==> src/rtl/lagd_dec_pkg.sv <==
// Shared types, register offsets and the reset-time rule table for the LAGD
// programmable address decoder.
package lagd_dec_pkg;

  localparam int          NUM_ISING_ISLANDS       = 4;
  localparam logic [63:0] L2_MEM_BASE_ADDR        = 64'h0000_0000_7000_0000;
  localparam logic [63:0] L2_MEM_SIZE             = 64'h0000_0000_1000_0000;
  localparam logic [63:0] ISING_ISLANDS_BASE_ADDR = 64'h0000_0000_8000_0000;
  localparam logic [63:0] MAX_MEM_PER_ISLAND      = 64'h0000_0000_0100_0000;

  localparam logic [11:0] REG_LOCK      = 12'h000;
  localparam logic [11:0] REG_MISS_CNT  = 12'h004;
  localparam logic [11:0] REG_RULE_BASE = 12'h100;

  localparam logic [4:0] OFF_START_LO = 5'h00;
  localparam logic [4:0] OFF_START_HI = 5'h04;
  localparam logic [4:0] OFF_END_LO   = 5'h08;
  localparam logic [4:0] OFF_END_HI   = 5'h0C;
  localparam logic [4:0] OFF_CTRL     = 5'h10;

  typedef struct packed {
    logic [63:0] start_addr;
    logic [63:0] end_addr;
    logic [7:0]  idx;
    logic        en;
  } rule_t;

  // Rule 0 is L2, rules 1..N are the Ising islands; the rest are disabled with start > end.
  function automatic rule_t rst_rule(input int r);
    rule_t rule;
    rule.start_addr = 64'd1;
    rule.end_addr   = 64'd0;
    rule.idx        = 8'd0;
    rule.en         = 1'b0;
    if (r == 0) begin
      rule.start_addr = L2_MEM_BASE_ADDR;
      rule.end_addr   = L2_MEM_BASE_ADDR + L2_MEM_SIZE - 64'd1;
      rule.en         = 1'b1;
    end else if (r <= NUM_ISING_ISLANDS) begin
      rule.start_addr = ISING_ISLANDS_BASE_ADDR + 64'(r - 1) * MAX_MEM_PER_ISLAND;
      rule.end_addr   = rule.start_addr + MAX_MEM_PER_ISLAND - 64'd1;
      rule.idx        = 8'(r);
      rule.en         = 1'b1;
    end
    return rule;
  endfunction

  function automatic logic [63:0] rst_start(input int r);
    rule_t rule;
    rule = rst_rule(r);
    return rule.start_addr;
  endfunction

  function automatic logic [63:0] rst_end(input int r);
    rule_t rule;
    rule = rst_rule(r);
    return rule.end_addr;
  endfunction

  function automatic logic [7:0] rst_idx(input int r);
    rule_t rule;
    rule = rst_rule(r);
    return rule.idx;
  endfunction

  function automatic logic rst_en(input int r);
    rule_t rule;
    rule = rst_rule(r);
    return rule.en;
  endfunction

endpackage

==> src/rtl/lagd_dec_match.sv <==
// Combinational priority matcher: the lowest-numbered enabled rule whose
// inclusive [start, end] window contains the address wins.
module lagd_dec_match #(
  parameter int unsigned NumRules  = 8,
  parameter int unsigned AddrWidth = 48,
  parameter int unsigned IdxWidth  = 4
) (
  input  logic [AddrWidth-1:0] start_i [NumRules],
  input  logic [AddrWidth-1:0] end_i   [NumRules],
  input  logic [IdxWidth-1:0]  idx_i   [NumRules],
  input  logic [NumRules-1:0]  en_i,
  input  logic [AddrWidth-1:0] addr_i,
  output logic [IdxWidth-1:0]  idx_o,
  output logic                 hit_o
);

  // Scanning from the top down lets the lowest matching rule overwrite the rest.
  always_comb begin
    idx_o = '0;
    hit_o = 1'b0;
    for (int r = int'(NumRules) - 1; r >= 0; r--) begin
      if (en_i[r] && (start_i[r] <= addr_i) && (addr_i <= end_i[r])) begin
        idx_o = idx_i[r];
        hit_o = 1'b1;
      end
    end
  end

endmodule

==> src/rtl/lagd_prog_addr_decoder.sv <==
// Runtime-programmable address decoder: register-programmable rule table,
// one-stage lookup pipeline with valid/ready, lock and decode-miss counter.
module lagd_prog_addr_decoder
  import lagd_dec_pkg::*;
#(
  parameter int unsigned         NumRules   = 8,
  parameter int unsigned         AddrWidth  = 48,
  parameter int unsigned         IdxWidth   = 4,
  parameter logic [IdxWidth-1:0] DefaultIdx = '0,
  parameter bit                  DefaultEn  = 1'b0
) (
  input  logic                 clk_i,
  input  logic                 rst_ni,
  input  logic                 cfg_req_i,
  input  logic                 cfg_we_i,
  input  logic [11:0]          cfg_addr_i,
  input  logic [31:0]          cfg_wdata_i,
  output logic                 cfg_gnt_o,
  output logic [31:0]          cfg_rdata_o,
  output logic                 cfg_err_o,
  input  logic                 lk_valid_i,
  output logic                 lk_ready_o,
  input  logic [AddrWidth-1:0] lk_addr_i,
  output logic                 rs_valid_o,
  input  logic                 rs_ready_i,
  output logic [IdxWidth-1:0]  rs_idx_o,
  output logic                 rs_hit_o,
  output logic                 rs_decerr_o
);

  logic [AddrWidth-1:0] start_q [NumRules];
  logic [AddrWidth-1:0] start_d [NumRules];
  logic [AddrWidth-1:0] end_q   [NumRules];
  logic [AddrWidth-1:0] end_d   [NumRules];
  logic [IdxWidth-1:0]  idx_q   [NumRules];
  logic [IdxWidth-1:0]  idx_d   [NumRules];
  logic [NumRules-1:0]  en_q, en_d;
  logic                 lock_q, lock_d;
  logic [31:0]          miss_cnt_q, miss_cnt_d;
  logic [31:0]          cfg_rdata_q, cfg_rdata_d;
  logic                 cfg_err_q, cfg_err_d;
  logic                 rs_valid_q, rs_valid_d;
  logic [IdxWidth-1:0]  rs_idx_q, rs_idx_d;
  logic                 rs_hit_q, rs_hit_d;
  logic                 rs_decerr_q, rs_decerr_d;

  logic                 cnt_clr;
  logic                 lk_accept;
  logic                 match_hit;
  logic [IdxWidth-1:0]  match_idx;
  logic [11:0]          rule_off;
  logic [6:0]           rule_sel;
  logic [4:0]           rule_field;
  logic [63:0]          start_ext, end_ext;
  logic                 field_ok;

  assign rule_off   = cfg_addr_i - REG_RULE_BASE;
  assign rule_sel   = rule_off[11:5];
  assign rule_field = rule_off[4:0];

  assign cfg_gnt_o = cfg_req_i;
  assign lk_ready_o = !rs_valid_q || rs_ready_i;
  assign lk_accept  = lk_valid_i && lk_ready_o;

  lagd_dec_match #(
    .NumRules  (NumRules),
    .AddrWidth (AddrWidth),
    .IdxWidth  (IdxWidth)
  ) u_match (
    .start_i (start_q),
    .end_i   (end_q),
    .idx_i   (idx_q),
    .en_i    (en_q),
    .addr_i  (lk_addr_i),
    .idx_o   (match_idx),
    .hit_o   (match_hit)
  );

  always_comb begin
    start_d     = start_q;
    end_d       = end_q;
    idx_d       = idx_q;
    en_d        = en_q;
    lock_d      = lock_q;
    cfg_rdata_d = '0;
    cfg_err_d   = 1'b0;
    cnt_clr     = 1'b0;
    start_ext   = '0;
    end_ext     = '0;
    field_ok    = 1'b0;
    if (cfg_req_i) begin
      if (cfg_addr_i[1:0] != 2'b00) begin
        cfg_err_d = 1'b1;
      end else if (cfg_addr_i == REG_LOCK) begin
        if (cfg_we_i) lock_d = lock_q | cfg_wdata_i[0];
        else          cfg_rdata_d = {31'b0, lock_q};
      end else if (cfg_addr_i == REG_MISS_CNT) begin
        if (cfg_we_i) cnt_clr = 1'b1;
        else          cfg_rdata_d = miss_cnt_q;
      end else if (cfg_addr_i >= REG_RULE_BASE) begin
        for (int i = 0; i < int'(NumRules); i++) begin
          if (rule_sel == 7'(i)) begin
            start_ext = 64'(start_q[i]);
            end_ext   = 64'(end_q[i]);
            field_ok  = 1'b1;
            // Table writes are dropped once locked; reads stay available.
            case (rule_field)
              OFF_START_LO: begin
                cfg_rdata_d = start_ext[31:0];
                if (cfg_we_i && !lock_q) start_d[i] = AddrWidth'({start_ext[63:32], cfg_wdata_i});
              end
              OFF_START_HI: begin
                cfg_rdata_d = start_ext[63:32];
                if (cfg_we_i && !lock_q) start_d[i] = AddrWidth'({cfg_wdata_i, start_ext[31:0]});
              end
              OFF_END_LO: begin
                cfg_rdata_d = end_ext[31:0];
                if (cfg_we_i && !lock_q) end_d[i] = AddrWidth'({end_ext[63:32], cfg_wdata_i});
              end
              OFF_END_HI: begin
                cfg_rdata_d = end_ext[63:32];
                if (cfg_we_i && !lock_q) end_d[i] = AddrWidth'({cfg_wdata_i, end_ext[31:0]});
              end
              OFF_CTRL: begin
                cfg_rdata_d = 32'({idx_q[i], 8'h00}) | {31'b0, en_q[i]};
                if (cfg_we_i && !lock_q) begin
                  en_d[i]  = cfg_wdata_i[0];
                  idx_d[i] = cfg_wdata_i[IdxWidth+7:8];
                end
              end
              default: field_ok = 1'b0;
            endcase
          end
        end
        if (cfg_we_i || !field_ok) cfg_rdata_d = '0;
        cfg_err_d = !field_ok || (cfg_we_i && lock_q);
      end else begin
        cfg_err_d = 1'b1;
      end
    end
  end

  always_comb begin
    rs_valid_d  = rs_valid_q;
    rs_idx_d    = rs_idx_q;
    rs_hit_d    = rs_hit_q;
    rs_decerr_d = rs_decerr_q;
    miss_cnt_d  = miss_cnt_q;
    if (lk_accept) begin
      rs_valid_d = 1'b1;
      if (match_hit) begin
        rs_idx_d    = match_idx;
        rs_hit_d    = 1'b1;
        rs_decerr_d = 1'b0;
      end else begin
        rs_idx_d    = DefaultEn ? DefaultIdx : '0;
        rs_hit_d    = 1'b0;
        rs_decerr_d = !DefaultEn;
        if (miss_cnt_q != '1) miss_cnt_d = miss_cnt_q + 32'd1;
      end
    end else if (rs_ready_i) begin
      rs_valid_d = 1'b0;
    end
    // A clear landing in the same cycle as a miss wins.
    if (cnt_clr) miss_cnt_d = '0;
  end

  always_ff @(posedge clk_i) begin
    if (!rst_ni) begin
      for (int r = 0; r < int'(NumRules); r++) begin
        start_q[r] <= AddrWidth'(rst_start(r));
        end_q[r]   <= AddrWidth'(rst_end(r));
        idx_q[r]   <= IdxWidth'(rst_idx(r));
        en_q[r]    <= rst_en(r);
      end
      lock_q      <= 1'b0;
      miss_cnt_q  <= '0;
      cfg_rdata_q <= '0;
      cfg_err_q   <= 1'b0;
      rs_valid_q  <= 1'b0;
      rs_idx_q    <= '0;
      rs_hit_q    <= 1'b0;
      rs_decerr_q <= 1'b0;
    end else begin
      start_q     <= start_d;
      end_q       <= end_d;
      idx_q       <= idx_d;
      en_q        <= en_d;
      lock_q      <= lock_d;
      miss_cnt_q  <= miss_cnt_d;
      cfg_rdata_q <= cfg_rdata_d;
      cfg_err_q   <= cfg_err_d;
      rs_valid_q  <= rs_valid_d;
      rs_idx_q    <= rs_idx_d;
      rs_hit_q    <= rs_hit_d;
      rs_decerr_q <= rs_decerr_d;
    end
  end

  assign cfg_rdata_o = cfg_rdata_q;
  assign cfg_err_o   = cfg_err_q;
  assign rs_valid_o  = rs_valid_q;
  assign rs_idx_o    = rs_idx_q;
  assign rs_hit_o    = rs_hit_q;
  assign rs_decerr_o = rs_decerr_q;

endmodule

==> config.mk <==
export PLATFORM = sky130hd
export DESIGN_NAME = lagd_prog_addr_decoder
export DESIGN_NICKNAME = d
export VERILOG_FILES = /design/src/rtl/lagd_dec_pkg.sv /design/src/rtl/lagd_dec_match.sv /design/src/rtl/lagd_prog_addr_decoder.sv
export SDC_FILE = /design/constraint.sdc
export NUM_CORES = 2
export LEC_CHECK = 0
export CORE_AREA = 2 2 264 396
export CTS_BUF_LIST = sky130_fd_sc_hd__clkbuf_16
export CTS_CLUSTER_DIAMETER = 60
export DETAILED_ROUTE_END_ITERATION = 8
export DIE_AREA = 0 0 266 398
export DONT_BUFFER_PORTS = 1
export PLACE_DENSITY = 0.76
export SYNTH_ARGS = -nofsm -noshare
export SYNTH_HDL_FRONTEND = slang
export SYNTH_SLANG_ARGS = --single-unit
==> constraint.sdc <==
create_clock -name clk_i -period 5.5 [get_ports clk_i]
set_input_delay 1.1 -clock clk_i [delete_from_list [all_inputs] [get_ports clk_i]]
set_output_delay 1.1 -clock clk_i [all_outputs]
set_load 0.005 [all_outputs]
==> results.py, run 1 <==
metrics = {
    "placed_design": {
        "numPortBuffers": 0,
        "dp_cells": 8245,
        "gp_congestion": 1.22,
        "dpl_worst_slack_ns": -0.0973,
        "dp_hpwl_mm": 243,
    },
    "synth": {
        "synth-edff-count": 0,
        "yosys_warnings": 0,
        "ys_ff_latch": 881,
        "syn-num-nets": 7939,
        "syn_area_mm2": 0.0559,
        "ys_seq_area_share_pct": 31.5,
        "syn_area_per_cell_um2": 7.91,
        "synthCells": 7070,
        "ys_async_sr_fraction_pct": 0,
        "synth_top_flop_cell": "dfxtp_1",
        "synth_cell_types": 82,
    },
    "cts": {
        "cts_buffers": 92,
        "post_cts_buffers": 0,
        "cts_sinks": 881,
        "ctsHoldBuffers": 0,
        "cts_buffer_depth": 3,
        "ctsResizeCount": 0,
        "clockRootBuffer": "clkbuf_16",
        "h-tree-depth": 3,
    },
    "die": {
        "die_y_um": 398,
        "die_w_um": 266,
        "io_pins": 140,
        "initial_core_util_pct": 54.6,
        "rows": 144,
    },
    "global_routing": {
        "grt_util_all_layers_pct": 66.1,
        "grt.overflow.total": 124,
        "grt_pass1_wl_mm": 493,
        "grt_start_max_net_pins": 822,
        "grt_pass1_vias": 59117,
    },
    "outcome": {
        "status": "aborted with a tool error",
        "firstError": "[ERROR GRT-0116] Global routing finished with congestion. Check the congestion regions in the DRC Viewer.",
        "stop_stage": "5_1_grt",
    },
}
-- Yosys cell counts (79+ instances only) --
cell type	n	area (um2)
nand2_1	1301	4880
dfxtp_1	881	17600
a21oi_1	452	2260
o21ai_0	643	3220
inv_1	457	1720
nand3_1	88	440
and2_1	502	3140
a222oi_1	121	1210
nor2b_1	104	651
nor2_1	135	507
a21boi_0	100	751
mux2i_1	79	791
nand4_1	146	913
o211ai_1	182	1370
clkbuf_1	342	1280
ha_1	771	9650
a22oi_1	158	1190
-- metrics by stage --
step                      instance area, um2  hold WS, ns  utilization (%)
after global placement                 58300        0.464             57.0
after floorplan                        55900        0.446                -
after detailed placement               58300        0.472             57.0
after CTS                              61400        0.488             60.0
-- logic make-up after synthesis --
family | Yosys count | share of synthesized area (%)
buffers and inverters | 850 | 5.75
AND/OR/NAND/NOR | 2523 | 21.8
multiplexers | 79 | 1.41
XOR/XNOR | 4 | 0.0627
flip-flops | 881 | 31.5
adder cells (fa/ha/maj) | 771 | 17.3
AO/OA/AOI/OAI | 1962 | 22.2
-- metal layers --
metal	overflow	track usage (%)
met5	0	8.25
met4	54	68.6
met2	69	88.6
met1	0	67.9
met3	1	39.5
==> run 2: changes to the inputs <==
==> config.mk (replaced) <==
export PLATFORM = sky130hd
export DESIGN_NAME = lagd_prog_addr_decoder
export DESIGN_NICKNAME = d
export VERILOG_FILES = /design/src/rtl/lagd_dec_pkg.sv /design/src/rtl/lagd_dec_match.sv /design/src/rtl/lagd_prog_addr_decoder.sv
export SDC_FILE = /design/constraint.sdc
export NUM_CORES = 2
export LEC_CHECK = 0
export CORE_AREA = 2 2 377 379
export DETAILED_ROUTE_END_ITERATION = 8
export DIE_AREA = 0 0 379 381
export DONT_BUFFER_PORTS = 1
export PLACE_DENSITY_LB_ADDON = 0.15
export SYNTH_ARGS = -nofsm -noshare
export SYNTH_HDL_FRONTEND = slang
export SYNTH_SLANG_ARGS = --single-unit
==> run 2 against run 1 <==
  * The flow now finishes, with violations (design-rule violations, max-slew violations)
  * Synthesized cell count stayed put
  * Synthesized area stayed put
==> results.py, run 2 <==
metrics = {
    "detailed_routing": {
        "antenna_left": 0,
        "drt_iter0_markers": 7720,
        "first_pass_iters": 9,
        "drt-total-wl_mm": 309,
        "viasPerCell": 6.14,
        "drc": 12,
        "routedWlPerCell_um": 34.1,
        "vias": 55731,
    },
    "synth": {
        "syn_area_mm2": 0.0559,
        "synthTopCellsByCount": "nand2_1, dfxtp_1, ha_1",
        "syn_area_per_cell_um2": 7.91,
        "ys_seq_area_share_pct": 31.5,
        "post-synth-top-count-cell": "nand2_1",
        "synthCells": 7070,
        "synth_top_flop_cell": "dfxtp_1",
        "yosysTopAreaCell": "dfxtp_1",
        "ys_ff_latch": 881,
        "yosys_warnings": 0,
        "synth-edff-count": 0,
        "yosysTopAreaCellShare_pct": 31.5,
        "ys_async_sr_fraction_pct": 0,
        "syn-num-nets": 7939,
        "ys_top_cells_by_area": "dfxtp_1, ha_1, nand2_1, o21ai_0, and2_1",
        "synth_cell_types": 82,
    },
    "critical_path": {
        "worstPathRequired_ns": 6.19,
        "critical_path_class": "flop to flop",
        "cp-end-kind": "flop",
        "arrival_ns": 5.44,
        "crit_path_max_incr_delay_ns": 0.74,
        "path_max_fanout": 32,
        "cp_cell_sequence": "inv_1, ha_1, nand4_1, nor4_1, buf_4, nand3_1, nor4_2, a211oi_1, a21oi_1, o22ai_1, nor4_4, buf_12, nand3_2, buf_12, or4_1, a21oi_1",
        "slowest_stage": "a21oi_1",
        "start_kind": "flop",
    },
    "pwr": {
        "ir_worst_vdd_v": 0.000274,
        "power-per-cell-area_mw_per_mm2": 239,
        "leakage_nw": 26.4,
    },
    "cts": {
        "cts_buffer_depth": 3,
        "clockRootBuffer": "clkbuf_16",
        "post_cts_buffers": 0,
        "cts_tree": "yes",
        "h-tree-depth": 3,
        "cts_sinks": 881,
        "worstSkewPairLatency_ns": 0.77,
        "cts_buffers": 107,
        "ctsResizeCount": 0,
        "ctsHoldBuffers": 0,
        "clk_pin_slew_ns": 0.06,
    },
    "finish": {
        "utilization_pct": 45.0,
        "final_common_cell": "nand2_1",
        "area_growth_pct": 13.0,
        "n_fill_cell": 14214,
        "reg_top3": "end_q x384, start_q x384",
        "finalNonFillerCells": 9079,
        "final_nets": 7968,
        "design_area_mm2": 0.0632,
        "most-common-layout-cells": "nand2_1, dfxtp_1, ha_1",
        "drive_above_1_share_pct": 7.67,
    },
    "die": {
        "rows": 138,
        "io_pins": 140,
        "design.core.area_mm2": 0.141,
        "initial_core_util_pct": 39.8,
        "die_y_um": 381,
        "dieArea_mm2": 0.144,
        "die_w_um": 379,
    },
    "timing": {
        "worst_clock_skew_ns": 0.0613,
        "slew_viol_final": 89,
        "grt_setup_unrepaired": "no",
        "hold_viol_final": 0,
        "fin_crit_ns": 4.76,
        "setup_ws_ns": 0.743,
        "finalSetupTns_ns": 0,
        "fmax_mhz": 210,
        "relSlewSlack_pct": -6.79,
        "setup_viol": 0,
        "tightest_slew_ns": 1.60,
        "fin_crit_sh_pct": 86.5,
    },
    "placed_design": {
        "dpl_worst_slack_ns": 0.228,
        "dpl-instance-area_mm2": 0.0594,
        "dp_hpwl_mm": 244,
        "numPortBuffers": 0,
        "dp_cells": 8877,
        "gp_congestion": 1.11,
    },
    "global_routing": {
        "grt.overflow.total": 0,
        "grt_util_all_layers_pct": 41.7,
        "antenna_found_initial": 17,
        "grt_start_max_net_pins": 822,
        "grt_pass1_vias": 50704,
        "grt_pass1_wl_mm": 418,
    },
    "outcome": {
        "status": "complete, but fails checks",
        "violations": "design-rule violations, max-slew violations",
    },
    "worst_hold_path": {
        "hold_path_class": "input port to flop",
    },
    "run": {
        "cap_violations": 0,
    },
}
run 2: cell counts after synthesis:
No cell type changed its count.
run 2: logic make-up after synthesis:
family | share of synthesized area (%)
adders and majority gates | 17.3
muxes | 1.41
xor gates and xnor gates | 0.0627
and+or+nand+nor | 21.8
DFF | 31.5
AOI/OAI and AO/OA | 22.2
buffers and inverters | 5.75
run 2: power breakdown:
group / leakage, nW / internal [W] / switching [W]
sequential: 7.10 / 0.00639 / 0.00000588
clock: 1.83 / 0.00455 / 0.00316
combinational: 17.5 / 0.000331 / 0.000678
total: 26.4 / 0.0113 / 0.00385
run 2: area by class of cell:
cell class | instances | area (um2) | area share, %
inverter | 457 | 1720 | 2.71
clock buffer | 149 | 3070 | 4.85
sequential | 881 | 17600 | 27.9
multi-input combinational | 5339 | 35200 | 55.7
antenna | 5 | 12.5 | 0.0198
clock inverter | 45 | 682 | 1.08
tap | 1890 | 2360 | 3.74
timing repair buffer | 313 | 2550 | 4.03
run 2: worst max-delay path: cells and delay by family (launching register included):
family,cells,cell delay (ns)
DFF,1,0.54
and+or+nand+nor,7,1.80
adders and majority gates,1,0.30
buffers and inverters,4,0.68
AOI/OAI and AO/OA,4,1.31
run 2: stage by stage:
stage | power [W] | hold WS (ns)
3_5_place_dp | 0.00750 | 0.467
2_1_floorplan | 0.00715 | 0.446
5_1_grt | 0.0155 | 0.451
6_report | 0.0151 | 0.447
3_3_place_gp | 0.00750 | 0.466
4_1_cts | 0.0151 | 0.452
run 2: metal layers:
layer / wire length, um / GRT usage [%] / part of all wire, %
met3: 28100 / 9.53 / 9.1
met5: 57 / 0 / 0.018
met2: 133000 / 63.8 / 43
met4: 29400 / 32.1 / 9.5
met1: 119000 / 50.4 / 38
run 2: path summary, 6_finish.rpt:
kind,to,depth (start not counted),start,slack (ns)
min reg2reg,cfg_rdata_o[13]$_SDFF_PP0_,2,miss_cnt_q[13]$_SDFFE_PP0P_,0.48
max reg2reg,miss_cnt_q[22]$_SDFFE_PP0P_,16,end_q[315]$_SDFFE_PN0P_,0.74
min,end_q[213]$_SDFFE_PN1P_,1,rst_ni,0.45
max,miss_cnt_q[22]$_SDFFE_PP0P_,16,end_q[315]$_SDFFE_PN0P_,0.74
Power figures use the tool's default switching activity.
